<file path="src/rtl/pmbist_controller_if.sv">
// rtl/pmbist_controller_if.sv - generator strobe/pattern and memory bus bundle for pmbist_controller
//
// Purpose: groups the signals between the BIST sequencer, the pattern
// generator and the memory under test.
// Ports (signals):
//   sbmt_out  : sequencer -> generator, one-cycle pattern advance strobe
//   shft_out  : sequencer -> generator, one-cycle shift advance strobe
//   ptrn_in   : generator -> sequencer, current pattern (DW bits)
//   mem_addr  : sequencer -> memory, word address (AW bits)
//   mem_we    : sequencer -> memory, write enable
//   mem_wdata : sequencer -> memory, write data (DW bits)
//   mem_re    : sequencer -> memory, read enable
//   mem_rdata : memory -> sequencer, read data, valid one clk after mem_re
// Modports: master = sequencer side, slave = generator/memory side.

interface pmbist_controller_if #(
    parameter int AW = 4,
    parameter int DW = 8
);
    logic          sbmt_out;
    logic          shft_out;
    logic [DW-1:0] ptrn_in;
    logic [AW-1:0] mem_addr;
    logic          mem_we;
    logic [DW-1:0] mem_wdata;
    logic          mem_re;
    logic [DW-1:0] mem_rdata;

    modport master (
        output sbmt_out,
        output shft_out,
        input  ptrn_in,
        output mem_addr,
        output mem_we,
        output mem_wdata,
        output mem_re,
        input  mem_rdata
    );

    modport slave (
        input  sbmt_out,
        input  shft_out,
        output ptrn_in,
        input  mem_addr,
        input  mem_we,
        input  mem_wdata,
        input  mem_re,
        output mem_rdata
    );
endinterface

</file>
<file path="src/rtl/pmbist_controller.sv">
// rtl/pmbist_controller.sv - memory BIST sequencer driving the pattern generator and memory under test
//
// Purpose: walks the pattern generator through every (submit, shift)
// combination; for each pattern writes it to every address, reads every
// address back and compares against the pattern latched at write start.
// Reports done, sticky fail, saturating error count and first-failure info.
// Ports:
//   clk       : system clock, rising edge
//   rst       : asynchronous active-high reset (shared with the generator)
//   start     : begin a run; honoured only in IDLE or DONE
//   busy      : run in progress (not IDLE, not DONE)
//   done      : run complete; cleared by start or rst
//   fail      : at least one miscompare this run
//   err_count : miscompares this run, saturating at 8'hFF
//   fail_addr : address of first miscompare
//   fail_exp  : expected data of first miscompare
//   fail_act  : read data of first miscompare
//   bus       : generator strobes/pattern and memory bus (master side)

module pmbist_controller #(
    parameter int AW        = 4,
    parameter int DW        = 8,
    parameter int GW        = 5,
    parameter int NUM_COL   = 5,
    parameter int NUM_SHIFT = 5
) (
    input  logic                clk,
    input  logic                rst,
    input  logic                start,
    output logic                busy,
    output logic                done,
    output logic                fail,
    output logic [7:0]          err_count,
    output logic [AW-1:0]       fail_addr,
    output logic [DW-1:0]       fail_exp,
    output logic [DW-1:0]       fail_act,
    pmbist_controller_if.master bus
);

    localparam int SUB_N = NUM_COL * (2 ** GW);
    localparam int SW    = (SUB_N > 1) ? $clog2(SUB_N) : 1;
    localparam int HW    = (NUM_SHIFT > 1) ? $clog2(NUM_SHIFT) : 1;

    localparam logic [AW-1:0] ADDR_LAST = {AW{1'b1}};
    localparam logic [SW-1:0] SUB_LAST  = SW'(SUB_N - 1);
    localparam logic [HW-1:0] SHF_LAST  = HW'(NUM_SHIFT - 1);

    typedef enum logic [3:0] {
        S_IDLE,
        S_SETTLE,
        S_WRITE,
        S_READ,
        S_DRAIN,
        S_ADV_SBMT,
        S_ADV_SHFT,
        S_ADV_END,
        S_DONE
    } state_t;

    state_t        state_q, state_d;
    logic [AW-1:0] addr_q, addr_d;
    logic [SW-1:0] sub_q, sub_d;
    logic [HW-1:0] shf_q, shf_d;
    logic          run_clear;

    logic          sbmt_q, shft_q;
    logic          rd_valid_q;
    logic [AW-1:0] rd_addr_q;
    logic [DW-1:0] exp_q;
    logic          fail_q;
    logic [7:0]    err_q;
    logic [AW-1:0] fail_addr_q;
    logic [DW-1:0] fail_exp_q;
    logic [DW-1:0] fail_act_q;
    logic          miscmp;

    always_ff @(posedge clk or posedge rst) begin
        if (rst) begin
            state_q <= S_IDLE;
            addr_q  <= '0;
            sub_q   <= '0;
            shf_q   <= '0;
        end else begin
            state_q <= state_d;
            addr_q  <= addr_d;
            sub_q   <= sub_d;
            shf_q   <= shf_d;
        end
    end

    always_comb begin
        state_d   = state_q;
        addr_d    = addr_q;
        sub_d     = sub_q;
        shf_d     = shf_q;
        run_clear = 1'b0;
        case (state_q)
            S_IDLE, S_DONE: begin
                if (start) begin
                    state_d   = S_SETTLE;
                    addr_d    = '0;
                    sub_d     = '0;
                    shf_d     = '0;
                    run_clear = 1'b1;
                end
            end
            S_SETTLE: state_d = S_WRITE;
            S_WRITE: begin
                if (addr_q == ADDR_LAST) begin
                    addr_d  = '0;
                    state_d = S_READ;
                end else begin
                    addr_d = addr_q + AW'(1);
                end
            end
            S_READ: begin
                if (addr_q == ADDR_LAST) begin
                    addr_d  = '0;
                    state_d = S_DRAIN;
                end else begin
                    addr_d = addr_q + AW'(1);
                end
            end
            S_DRAIN: begin
                if (sub_q < SUB_LAST) begin
                    state_d = S_ADV_SBMT;
                end else if (shf_q < SHF_LAST) begin
                    state_d = S_ADV_SHFT;
                end else begin
                    state_d = S_ADV_END;
                end
            end
            S_ADV_SBMT: begin
                sub_d   = sub_q + SW'(1);
                state_d = S_SETTLE;
            end
            S_ADV_SHFT: begin
                sub_d   = '0;
                shf_d   = shf_q + HW'(1);
                state_d = S_SETTLE;
            end
            S_ADV_END: begin
                sub_d   = '0;
                shf_d   = '0;
                state_d = S_DONE;
            end
            default: state_d = S_IDLE;
        endcase
    end

    // Strobes are flops loaded from the next state, so each is high exactly
    // for the one cycle spent in an ADV state and never glitches.
    always_ff @(posedge clk or posedge rst) begin
        if (rst) begin
            sbmt_q <= 1'b0;
            shft_q <= 1'b0;
        end else begin
            sbmt_q <= (state_d == S_ADV_SBMT) || (state_d == S_ADV_SHFT) ||
                      (state_d == S_ADV_END);
            shft_q <= (state_d == S_ADV_SHFT) || (state_d == S_ADV_END);
        end
    end

    // Read data arrives one clk after mem_re, so the address is carried one
    // stage and the compare happens in the following cycle (DRAIN covers the
    // last word).
    assign miscmp = rd_valid_q && (bus.mem_rdata != exp_q);

    always_ff @(posedge clk or posedge rst) begin
        if (rst) begin
            rd_valid_q  <= 1'b0;
            rd_addr_q   <= '0;
            exp_q       <= '0;
            fail_q      <= 1'b0;
            err_q       <= '0;
            fail_addr_q <= '0;
            fail_exp_q  <= '0;
            fail_act_q  <= '0;
        end else begin
            rd_valid_q <= (state_q == S_READ);
            rd_addr_q  <= addr_q;
            // ptrn_in has had the SETTLE cycle to respond to the last strobe.
            if (state_q == S_SETTLE) begin
                exp_q <= bus.ptrn_in;
            end
            if (run_clear) begin
                fail_q      <= 1'b0;
                err_q       <= '0;
                fail_addr_q <= '0;
                fail_exp_q  <= '0;
                fail_act_q  <= '0;
            end else if (miscmp) begin
                if (err_q != 8'hFF) begin
                    err_q <= err_q + 8'd1;
                end
                if (!fail_q) begin
                    fail_q      <= 1'b1;
                    fail_addr_q <= rd_addr_q;
                    fail_exp_q  <= exp_q;
                    fail_act_q  <= bus.mem_rdata;
                end
            end
        end
    end

    assign busy      = (state_q != S_IDLE) && (state_q != S_DONE);
    assign done      = (state_q == S_DONE);
    assign fail      = fail_q;
    assign err_count = err_q;
    assign fail_addr = fail_addr_q;
    assign fail_exp  = fail_exp_q;
    assign fail_act  = fail_act_q;

    assign bus.sbmt_out  = sbmt_q;
    assign bus.shft_out  = shft_q;
    assign bus.mem_addr  = addr_q;
    assign bus.mem_we    = (state_q == S_WRITE);
    assign bus.mem_re    = (state_q == S_READ);
    assign bus.mem_wdata = (state_q == S_WRITE) ? bus.ptrn_in : '0;

endmodule

</file>
<file path="src/flat_wrapper.sv">
// flat-port wrapper written by rule: the top's interface ports become plain ports
module pmbist_controller_flat 
#(
    parameter int AW        = 4,
    parameter int DW        = 8,
    parameter int GW        = 5,
    parameter int NUM_COL   = 5,
    parameter int NUM_SHIFT = 5
)
  (clk, rst, start, busy, done, fail, err_count, fail_addr, fail_exp, fail_act, bus_sbmt_out, bus_shft_out, bus_ptrn_in, bus_mem_addr, bus_mem_we, bus_mem_wdata, bus_mem_re, bus_mem_rdata);
  pmbist_controller_if #(.AW(AW), .DW(DW)) bus_i ();
  input  logic clk;
  input  logic rst;
  input  logic start;
  output logic busy;
  output logic done;
  output logic fail;
  output logic [7:0] err_count;
  output logic [AW-1:0] fail_addr;
  output logic [DW-1:0] fail_exp;
  output logic [DW-1:0] fail_act;
  output wire logic [$bits(bus_i.sbmt_out)-1:0] bus_sbmt_out;
  output wire logic [$bits(bus_i.shft_out)-1:0] bus_shft_out;
  input wire logic [$bits(bus_i.ptrn_in)-1:0] bus_ptrn_in;
  output wire logic [$bits(bus_i.mem_addr)-1:0] bus_mem_addr;
  output wire logic [$bits(bus_i.mem_we)-1:0] bus_mem_we;
  output wire logic [$bits(bus_i.mem_wdata)-1:0] bus_mem_wdata;
  output wire logic [$bits(bus_i.mem_re)-1:0] bus_mem_re;
  input wire logic [$bits(bus_i.mem_rdata)-1:0] bus_mem_rdata;
  assign bus_sbmt_out = bus_i.sbmt_out;
  assign bus_shft_out = bus_i.shft_out;
  assign bus_i.ptrn_in = bus_ptrn_in;
  assign bus_mem_addr = bus_i.mem_addr;
  assign bus_mem_we = bus_i.mem_we;
  assign bus_mem_wdata = bus_i.mem_wdata;
  assign bus_mem_re = bus_i.mem_re;
  assign bus_i.mem_rdata = bus_mem_rdata;
  pmbist_controller #(.AW(AW), .DW(DW), .GW(GW), .NUM_COL(NUM_COL), .NUM_SHIFT(NUM_SHIFT)) u_core (.clk(clk), .rst(rst), .start(start), .busy(busy), .done(done), .fail(fail), .err_count(err_count), .fail_addr(fail_addr), .fail_exp(fail_exp), .fail_act(fail_act), .bus(bus_i));
endmodule
</file>
<file path="config.mk">
export PLATFORM = sky130hd
export DESIGN_NAME = pmbist_controller_flat
export DESIGN_NICKNAME = d
export VERILOG_FILES = /design/src/rtl/pmbist_controller_if.sv /design/src/rtl/pmbist_controller.sv /design/src/flat_wrapper.sv
export SDC_FILE = /design/constraint.sdc
export NUM_CORES = 1
export LEC_CHECK = 0
export BUFFER_PORTS_ARGS = -buffer_cell sky130_fd_sc_hd__buf_2
export CAP_MARGIN = 20
export CORE_ASPECT_RATIO = 1.75
export CORE_UTILIZATION = 49
export DETAILED_ROUTE_END_ITERATION = 8
export PLACE_DENSITY = 0.76
export SLEW_MARGIN = 20
export SYNTH_ARGS = -nofsm -noshare
export SYNTH_HDL_FRONTEND = slang
export SYNTH_SLANG_ARGS = --single-unit
</file>
<file path="constraint.sdc">
create_clock -name clk -period 1.8 [get_ports clk]
set_input_delay 0 -clock clk [delete_from_list [all_inputs] [get_ports clk]]
set_output_delay 0 -clock clk [all_outputs]
set_load 0.1 [all_outputs]
</file>
# Word-level counts from Yosys, hierarchy flattened
# Cells that the tools add are included.
# classes
eq_ne	17
mux	30
reduce_logical	21
order_cmp	2
add_sub_neg	4
# ops
operator	count
$mux 8	11
$mux 4	9
$eq 4x3->1 const B	7
$pmux 4 s7	1
$pmux 8 s3	1
$add 8x1->8 const B	2
$reduce_and 2->1	5
$pmux 3 s3	1
$eq 4x2->1 const B	2
$eq 4x4->1 const B	2
$lt 8x8->1 const B	1
$ne 8x8->1	1
$ne 8x8->1 const B	1
$pmux 4 s2	1
$reduce_or 2->1	4
$reduce_bool 2->1	3
$reduce_bool 3->1	2
$mux 1	5
$add 4x1->4 const B	1
$eq 4x1->1 const B	1
$logic_not 4->1	1
$ne 4x4->1 const B	1
$reduce_bool 4->1	1
$add 3x1->3 const B	1
6 further kinds	9
# word_totals
ff_bits	63
inputBits	19
out_inout_bits	47

# Logic depth before layout (Yosys ltp)
# Gate-level depths: netlist of run 1.
# depth
word_depth	7
mapped_depth	7

# Worst setup path before layout of run 1
# OpenSTA, ideal clock, no wires.
# synth_path
kind	reg-to-reg
start	register u_core.err_q[0], in the netlist u_core.err_count[0]
end	register u_core.err_q[5], in the netlist u_core.err_count[5]
path_stages_with_launch	8
slack_ps	-652
setup_ps	78
synth_period_minus_slack_ps	2452
arrival_time_ps	2375
t_required_ps	1722
cell_sequence	dfrtp_1 > ha_1 > nand3_1 > or3_1 > clkbuf_1 > nor3b_1 > a21o_1 > a21oi_1
# synth_via
elab_chain_cells	4
word_cells_on_any_way	7
# synth_rtl
item	line_no	rtl
start, declared	pmbist_controller.sv:71	logic [7:0] err_q;
start signal, assigned	pmbist_controller.sv:194	err_q <= err_q + 8'd1;
$add 8x1->8	pmbist_controller.sv:194	
$mux 8	pmbist_controller.sv:193	if (err_q != 8'hFF) begin
$mux 8	pmbist_controller.sv:192	end else if (miscmp) begin
$mux 8	pmbist_controller.sv:186	if (run_clear) begin
# Several ways; a longest one is shown, not always the timed one. The select of a mux whose other input is x is not followed.
# A chain may end at the register's enable or synchronous reset.

# Worst setup path in the final report of run 1
# layout_path
start	register u_core.state_q[2]
end	register u_core.sub_q[3]
# layout_via
elab_chain_cells	4
word_cells_on_any_way	11
# layout_rtl
item	line_no	rtl
start, declared	pmbist_controller.sv:60	state_t state_q, state_d;
start signal, assigned	pmbist_controller.sv:84	state_q <= state_d;
$eq 4x4->1 (tied with other cells)	pmbist_controller.sv:97	case (state_q)
$reduce_or 2->1 (on tied branches)	n/a	
$ne 2x2->1 (no line) / $reduce_bool 3->1 (equally long branches)	n/a	
$reduce_and 2->1 (no line)	n/a	
end signal, assigned	pmbist_controller.sv:86	sub_q <= sub_d;
end, declared	pmbist_controller.sv:62	logic [SW-1:0] sub_q, sub_d;
# Several ways; a longest one is shown, not always the timed one.

==> run summary, run 1 <==
Reg2Reg Depth = 4
Maximum operating frequency = 577.1 MHz
CTS Buf Count = 9
CP max stage delay = 0.54 ns
Commonest cells after routing, fill and taps aside = buf_2 (54), dfrtp_1 (51), nor2_1 (37), nand2_1 (24), mux2i_1 (23)
CTS max path bufs = 2
DIE AREA = 0.006434 sq mm
Final count of hold timing violations = 0
Clk_lat worst skew = 0.34 ns
Postcts setup bufs = 0
CP Max Fanout = 6
Worst Hold Class = in -> async
Seq cells post-synth = 63
Crit path from = u_core.state_q[2]
Relative slew margins = 0.6100
Register area = 0.001592 sq mm
CTS root buf = clkbuf_8
Area after DPL = 0.003707 sq mm
Die X = 61.07 microns
Worst path buffer plus inverter count = 0
Initial core utilization = 0.5088
Number of antenna violations at the first check in global routing = 0
Post-Synth Adder-Cell Area = 0.01673
Largest net degree at the start of global routing = 38
Worst-margin pin slew = 0.5842 ns
Setup crit end = u_core.sub_q[3]
Mapped Nets = 307
Setup CP Type = reg -> reg
DP HPWL = 5.142 mm
R2R Path Start = u_core.state_q[2]
Compound-cell area share of the yosys netlist = 0.07779
Congestion Overflow GR = 0
Clock-pin slew on the worst setup and hold paths = 0.07 ns
Initial detailed-routing violation count = 94
Critical Path Start Type = flop
Cell variety after synth = 42
Clk_skew = 0.007561 ns
WP data arrival = 1.99 ns
Post-synthesis mux area share = 0.1108
Max-Cap Viols = 0
Final Core Density = 0.6965
Number of fill cells in the layout = 452
Vias/cell = 5.422
First-pass iteration count of the detailed router = 4
Clock sinks = 63
FF-to-FF End = u_core.sub_q[3]
Tmin final = 1.733 ns
Cell Area, Synth = 0.002992 sq mm
RSZ-0062 raised after global routing = no
CP Capture Type = flop
R2R Setup Slk = 0.07 ns
Final setup vio count = 0
Tot GR Track Use = 0.2573
Total Wirelength = 7.423 mm
Worst-path cell chain = or4b_4, o21a_4, or3_1, a21oi_1
Residual DRC = 0
I/O Buffers = 65
CTS tree = built
Number of global-route vias before repair = 2493
Clock H-tree levels = 3
Proportion of layout cells with a drive suffix above 1 = 0.3773
Main combinational cell family by area after synthesis = simple AND/OR/NAND/NOR gates
Slowest CP cell = or4b_4
Area grow syn2layout = 36.89%
Most common cell after layout, fill and taps aside = buf_2
Final worst-path cycle share = 0.9627
Die Y = 105.4 microns
Post-route ant nets = 0
Slew Viols, Final = 0
Core Footprint = 0.005879 sq mm
Sequential share of the synthesized area = 0.5270
# diodes = 0
Nets = 405
Synth Area in XOR/XNOR = 0.04099
Required @ worst endpoint = 2.06 ns
Post-Synthesis Cells = 284
Rows = 37
Average size of a mapped cell = 10.53 sq um
Avg WL per Cell = 15.96 microns
Multi-input logic area = 0.001410 sq mm
Post-Synth Simple-Gate Area = 0.1957
Cell area after layout = 0.004095 sq mm
I/O Pins = 66
Outcome = finished clean
Yosys warning total = 0
Crit. path cell count = 4
Via count = 2521
First-pass GRT wire length = 11.94 mm
Routability cong. = 0.8667
Top Family by Delay on Critical Path = simple AND/OR/NAND/NOR gates
metal layers:
| metal | vias to the layer above | track usage | share of wire |
|---|---|---|---|
| met1 | 1235 | 0.2716 | 0.39 |
| met3 | 24 | 0.06258 | 0.035 |
| met2 | 77 | 0.4418 | 0.54 |
| met4 | 0 | 0.1445 | 0.036 |
| li1 | 1185 | - | - |
| met5 | - | 0 | 0 |
logic make-up (layout without fill, tap and decap cells):
group,Yosys count,count (layout)
buffers and inverters,20,123
multiplexers,32,32
flip-flops,63,63
XOR/XNOR,14,14
AO/OA/AOI/OAI,35,35
adder cells (fa/ha/maj),4,4
AND/OR/NAND/NOR,116,116
registers in the layout, indices dropped and copies added, names as in the netlist, 4 cells and up:
signal,count
u_core.fail_addr,4
u_core.bus.mem_addr,4
u_core.state_q,4
u_core.exp_q,8
u_core.fail_exp,8
u_core.fail_act,8
u_core.rd_addr_q,4
u_core.err_count,8
u_core.sub_q,8
stage by stage:
step | worst slack, ns | cells | TNS, ns | hold slack, ns
floorplan | -0.1831 | 284 | -0.3129 | 0.1089
global placement | 0.05788 | 431 | 0 | 0.09429
detailed placement | 0.02825 | 431 | 0 | 0.09375
CTS | 0.01853 | 465 | 0 | 0.2699
global route | 0.001159 | 465 | 0 | 0.3125
finish | 0.06714 | 465 | 0 | 0.2562
synth_stat cells:
library cell | number | share of area
a21boi_0 | 1 | 0.0025
a21o_1 | 3 | 0.0075
a21oi_1 | 10 | 0.017
a2bb2oi_1 | 1 | 0.0029
a311oi_1 | 1 | 0.0029
a31o_2 | 1 | 0.0029
a41o_1 | 2 | 0.0067
and2_1 | 2 | 0.0042
and3_1 | 9 | 0.019
and4b_1 | 1 | 0.0033
buf_1 | 1 | 0.0013
buf_2 | 2 | 0.0033
buf_6 | 2 | 0.0075
clkbuf_1 | 9 | 0.011
dfrtp_1 | 63 | 0.53
ha_1 | 4 | 0.017
inv_1 | 6 | 0.0075
mux2_2 | 9 | 0.034
mux2i_1 | 23 | 0.077
nand2_1 | 24 | 0.030
nand2b_1 | 3 | 0.0063
nand3_1 | 13 | 0.022
nand3b_1 | 2 | 0.0050
nand4_1 | 2 | 0.0042
nor2_1 | 39 | 0.049
nor2_2 | 1 | 0.0021
nor2b_1 | 2 | 0.0042
nor3_1 | 6 | 0.010
nor3_2 | 1 | 0.0033
nor3b_1 | 2 | 0.0050
nor4_1 | 2 | 0.0042
nor4b_4 | 1 | 0.0079
o211ai_1 | 1 | 0.0025
o21a_4 | 1 | 0.0050
o21ai_0 | 8 | 0.013
o22ai_1 | 1 | 0.0021
o31ai_1 | 5 | 0.013
or2b_1 | 3 | 0.0075
or3_1 | 2 | 0.0042
or4b_4 | 1 | 0.0046
xnor2_1 | 4 | 0.012
xor2_1 | 10 | 0.029
how the worst min path moves through the flow:
stage          startpoint                 end  slack [ns]
6_report              rst  u_core.fail_exp[0]        0.26
5_1_grt               rst  u_core.fail_exp[0]        0.31
4_1_cts               rst     u_core.exp_q[3]        0.27
3_5_place_dp          rst  u_core.fail_act[0]        0.09
3_3_place_gp          rst  u_core.fail_act[3]        0.09
2_1_floorplan       start   u_core.state_q[3]        0.11
worst min-delay path: stages:
cell	delay [ns]
dlygate4sd3_1	0.52
buf_2	0.12
inv_2	0.42
repair_timing:
action                                  4_1_cts  5_1_grt
hold endpoints to repair                     43        0
hold buffers                                 18        0
endpoints found under the setup margin        1       20
resized for setup                             1        8
pin swaps                                     0        2
cell type report:
| class | instances | area share |
|---|---|---|
| clock buffer | 13 | 0.03880 |
| clock inverter | 3 | 0.004277 |
| inverter | 6 | 0.006416 |
| multi-input combinational | 201 | 0.3443 |
| sequential | 63 | 0.3886 |
| tap | 78 | 0.02383 |
| timing repair buffer | 101 | 0.1937 |
Power of run 1 is not shown: default switching activity piles up to over one toggle a cycle in this logic, so the estimate is an artifact.
==> run 2: changes to the inputs <==
Settings changed: CORE_UTILIZATION 49 to 54, PLACE_DENSITY 0.76 to 0.79.
Clock period 1.8 ns to 1.7 ns, I/O delays scaled along.
==> run summary, run 2 (same netlist as run 1, synthesis figures left out) <==
CP max stage delay = 0.42 ns (-0.12 ns)
Slowest CP cell = dfrtp_1
FF-to-FF End = u_core.fail_addr[0]
Worst Hold Class = in -> async
Final setup vio count = 29 (+29)
Initial core utilization = 0.5646 (+0.05575)
Setup CP Type = reg -> reg
Failing checks = negative setup slack
First-pass iteration count of the detailed router = 4 (unchanged)
Routability cong. = 0.8286 (-4.4%)
DP HPWL = 5.081 mm (-1.2%)
Outcome = finished with violations
CTS Buf Count = 9 (unchanged)
Post-route ant nets = 0 (unchanged)
Residual DRC = 0 (unchanged)
Non-filler cells in the finished layout = 483 (+3.9%)
Final count of hold timing violations = 0 (unchanged)
Tmin final = 1.924 ns (+0.1911 ns)
Worst-margin pin slew = 0.5318 ns (-0.05240 ns)
Clk_skew = 0.01984 ns (+0.01228 ns)
Final worst-path cycle share = 1.132 (+0.1690)
Max-Cap Viols = 0 (unchanged)
Congestion Overflow GR = 0 (unchanged)
RSZ-0062 raised after global routing = yes
I/O Pins = 66 (unchanged)
R2R Path Start = u_core.exp_q[3]
DIE AREA = 0.005853 sq mm (-9.0%)
Relative slew margins = 0.6479 (+0.03794)
Clk_lat worst skew = 0.36 ns (+0.02 ns)
Vias/cell = 5.938 (+9.5%)
Placed Cells = 431 (unchanged)
Required @ worst endpoint = 1.93 ns (-0.13 ns)
Worst-path cell chain = xor2_1, nor4_4, buf_6, a21oi_4, buf_12, mux2i_2, nor2_1
CTS max path bufs = 2 (unchanged)
CTS tree = built
CTS root buf = clkbuf_8
Area grow syn2layout = 50.44%
Final Core Density = 0.8494 (+0.1528)
CP Capture Type = flop
Crit path from = u_core.exp_q[3]
Commonest cells after routing, fill and taps aside = buf_2 (55), dfrtp_1 (50), nor2_1 (35), buf_4 (31), nand2_1 (24)
WP data arrival = 2.15 ns (+0.16 ns)
Via count = 2868 (+14%)
CP Max Fanout = 7 (+1)
Initial detailed-routing violation count = 143 (+52%)
Tot GR Track Use = 0.3210 (+0.06376)
Number of global-route vias before repair = 2836 (+14%)
Die Y = 100.5 microns (-4.7%)
Rows = 35 (-5.4%)
Place WS = -0.1415 ns (-0.1697 ns)
Critical Path Start Type = flop
R2R Setup Slk = -0.22 ns (-0.29 ns)
Clock-pin slew on the worst setup and hold paths = 0.09 ns (+0.02 ns)
First-pass GRT wire length = 13.62 mm (+14%)
Most common cell after layout, fill and taps aside = buf_2
Die X = 58.27 microns (-4.6%)
Slew Viols, Final = 0 (unchanged)
Avg WL per Cell = 21.36 microns (+34%)
Clock sinks = 63 (unchanged)
Reg2Reg Depth = 7 (+3)
PnR worst setup slack = -0.2239 ns (-0.2911 ns)
Core Footprint = 0.005299 sq mm (-9.9%)
Number of antenna violations at the first check in global routing = 0 (unchanged)
Hold WS = 0.2200 ns (-0.03626 ns)
Clock H-tree levels = 3 (unchanged)
I/O Buffers = 65 (unchanged)
# diodes = 0 (unchanged)
Maximum operating frequency = 519.8 MHz (-9.9%)
Largest net degree at the start of global routing = 44 (+16%)
Total Wirelength = 10.32 mm (+39%)
Setup crit end = u_core.fail_addr[0]
Proportion of layout cells with a drive suffix above 1 = 0.4645 (+0.08729)
Nets = 427 (+5.4%)
[run 2: changes by cell type in the layout (fill, tap and decap cells not counted), sizes merged]
cell / previous run / this run
clkbuf: 14 / 11
buf: 82 / 104
bufinv: 0 / 1
clkinv: 2 / 4
[run 2: through the flow]
step	TNS (ns)	instance area (sq um)
6_report	-4.309	4501
5_1_grt	-5.357	4501
4_1_cts	-0.1968	4242
3_5_place_dp	-0.6422	3796
3_3_place_gp	-0.5273	3796
2_1_floorplan	-1.236	3099
[run 2: cell type report]
type	count	area, sq um
timing repair buffer	123	1033
sequential	63	1593
multi-input combinational	201	1567
tap	74	92.59
clock inverter	6	61.31
clock buffer	10	127.6
inverter	6	26.28
fill	247	798.3
[run 2: how the worst min path moves through the flow]
stage | to | slack, ns | cells after the start
2_1_floorplan | u_core.state_q[3] | 0.11 | 1
3_3_place_gp | u_core.bus.mem_addr[1] | 0.05 | 2
3_5_place_dp | u_core.state_q[2] | 0.05 | 2
6_report | u_core.bus.mem_addr[3] | 0.22 | 3
4_1_cts | u_core.state_q[2] | 0.23 | 3
5_1_grt | u_core.bus.mem_addr[3] | 0.26 | 3
[run 2: what timing repair did]
action,in CTS,in global routing
gates resized for setup,12,29
pin swaps,5,8
setup buffers,3,14
gates cloned,1,1
endpoints found under the hold margin,37,0
hold buffers,18,0
setup endpoints to repair,30,45
[run 2: routing by layer]
layer | vias to the layer above | track usage | routed length (microns)
li1 | 1225 | - | -
met1 | 1423 | 0.3255 | 3421
met2 | 167 | 0.5791 | 5709
met3 | 53 | 0.05135 | 552
met4 | 0 | 0.2234 | 633
met5 | - | 0 | 0
[run 2: critical path, delay by kind of cell, from the launching register on]
family          cells  cell delay (ns)
mux                 1             0.28
compound gates      1             0.25
flops               1             0.42
buf+inv             2             0.32
xor+xnor            1             0.33
simple gates        2             0.19
Power of run 2 is left out for the same reason.
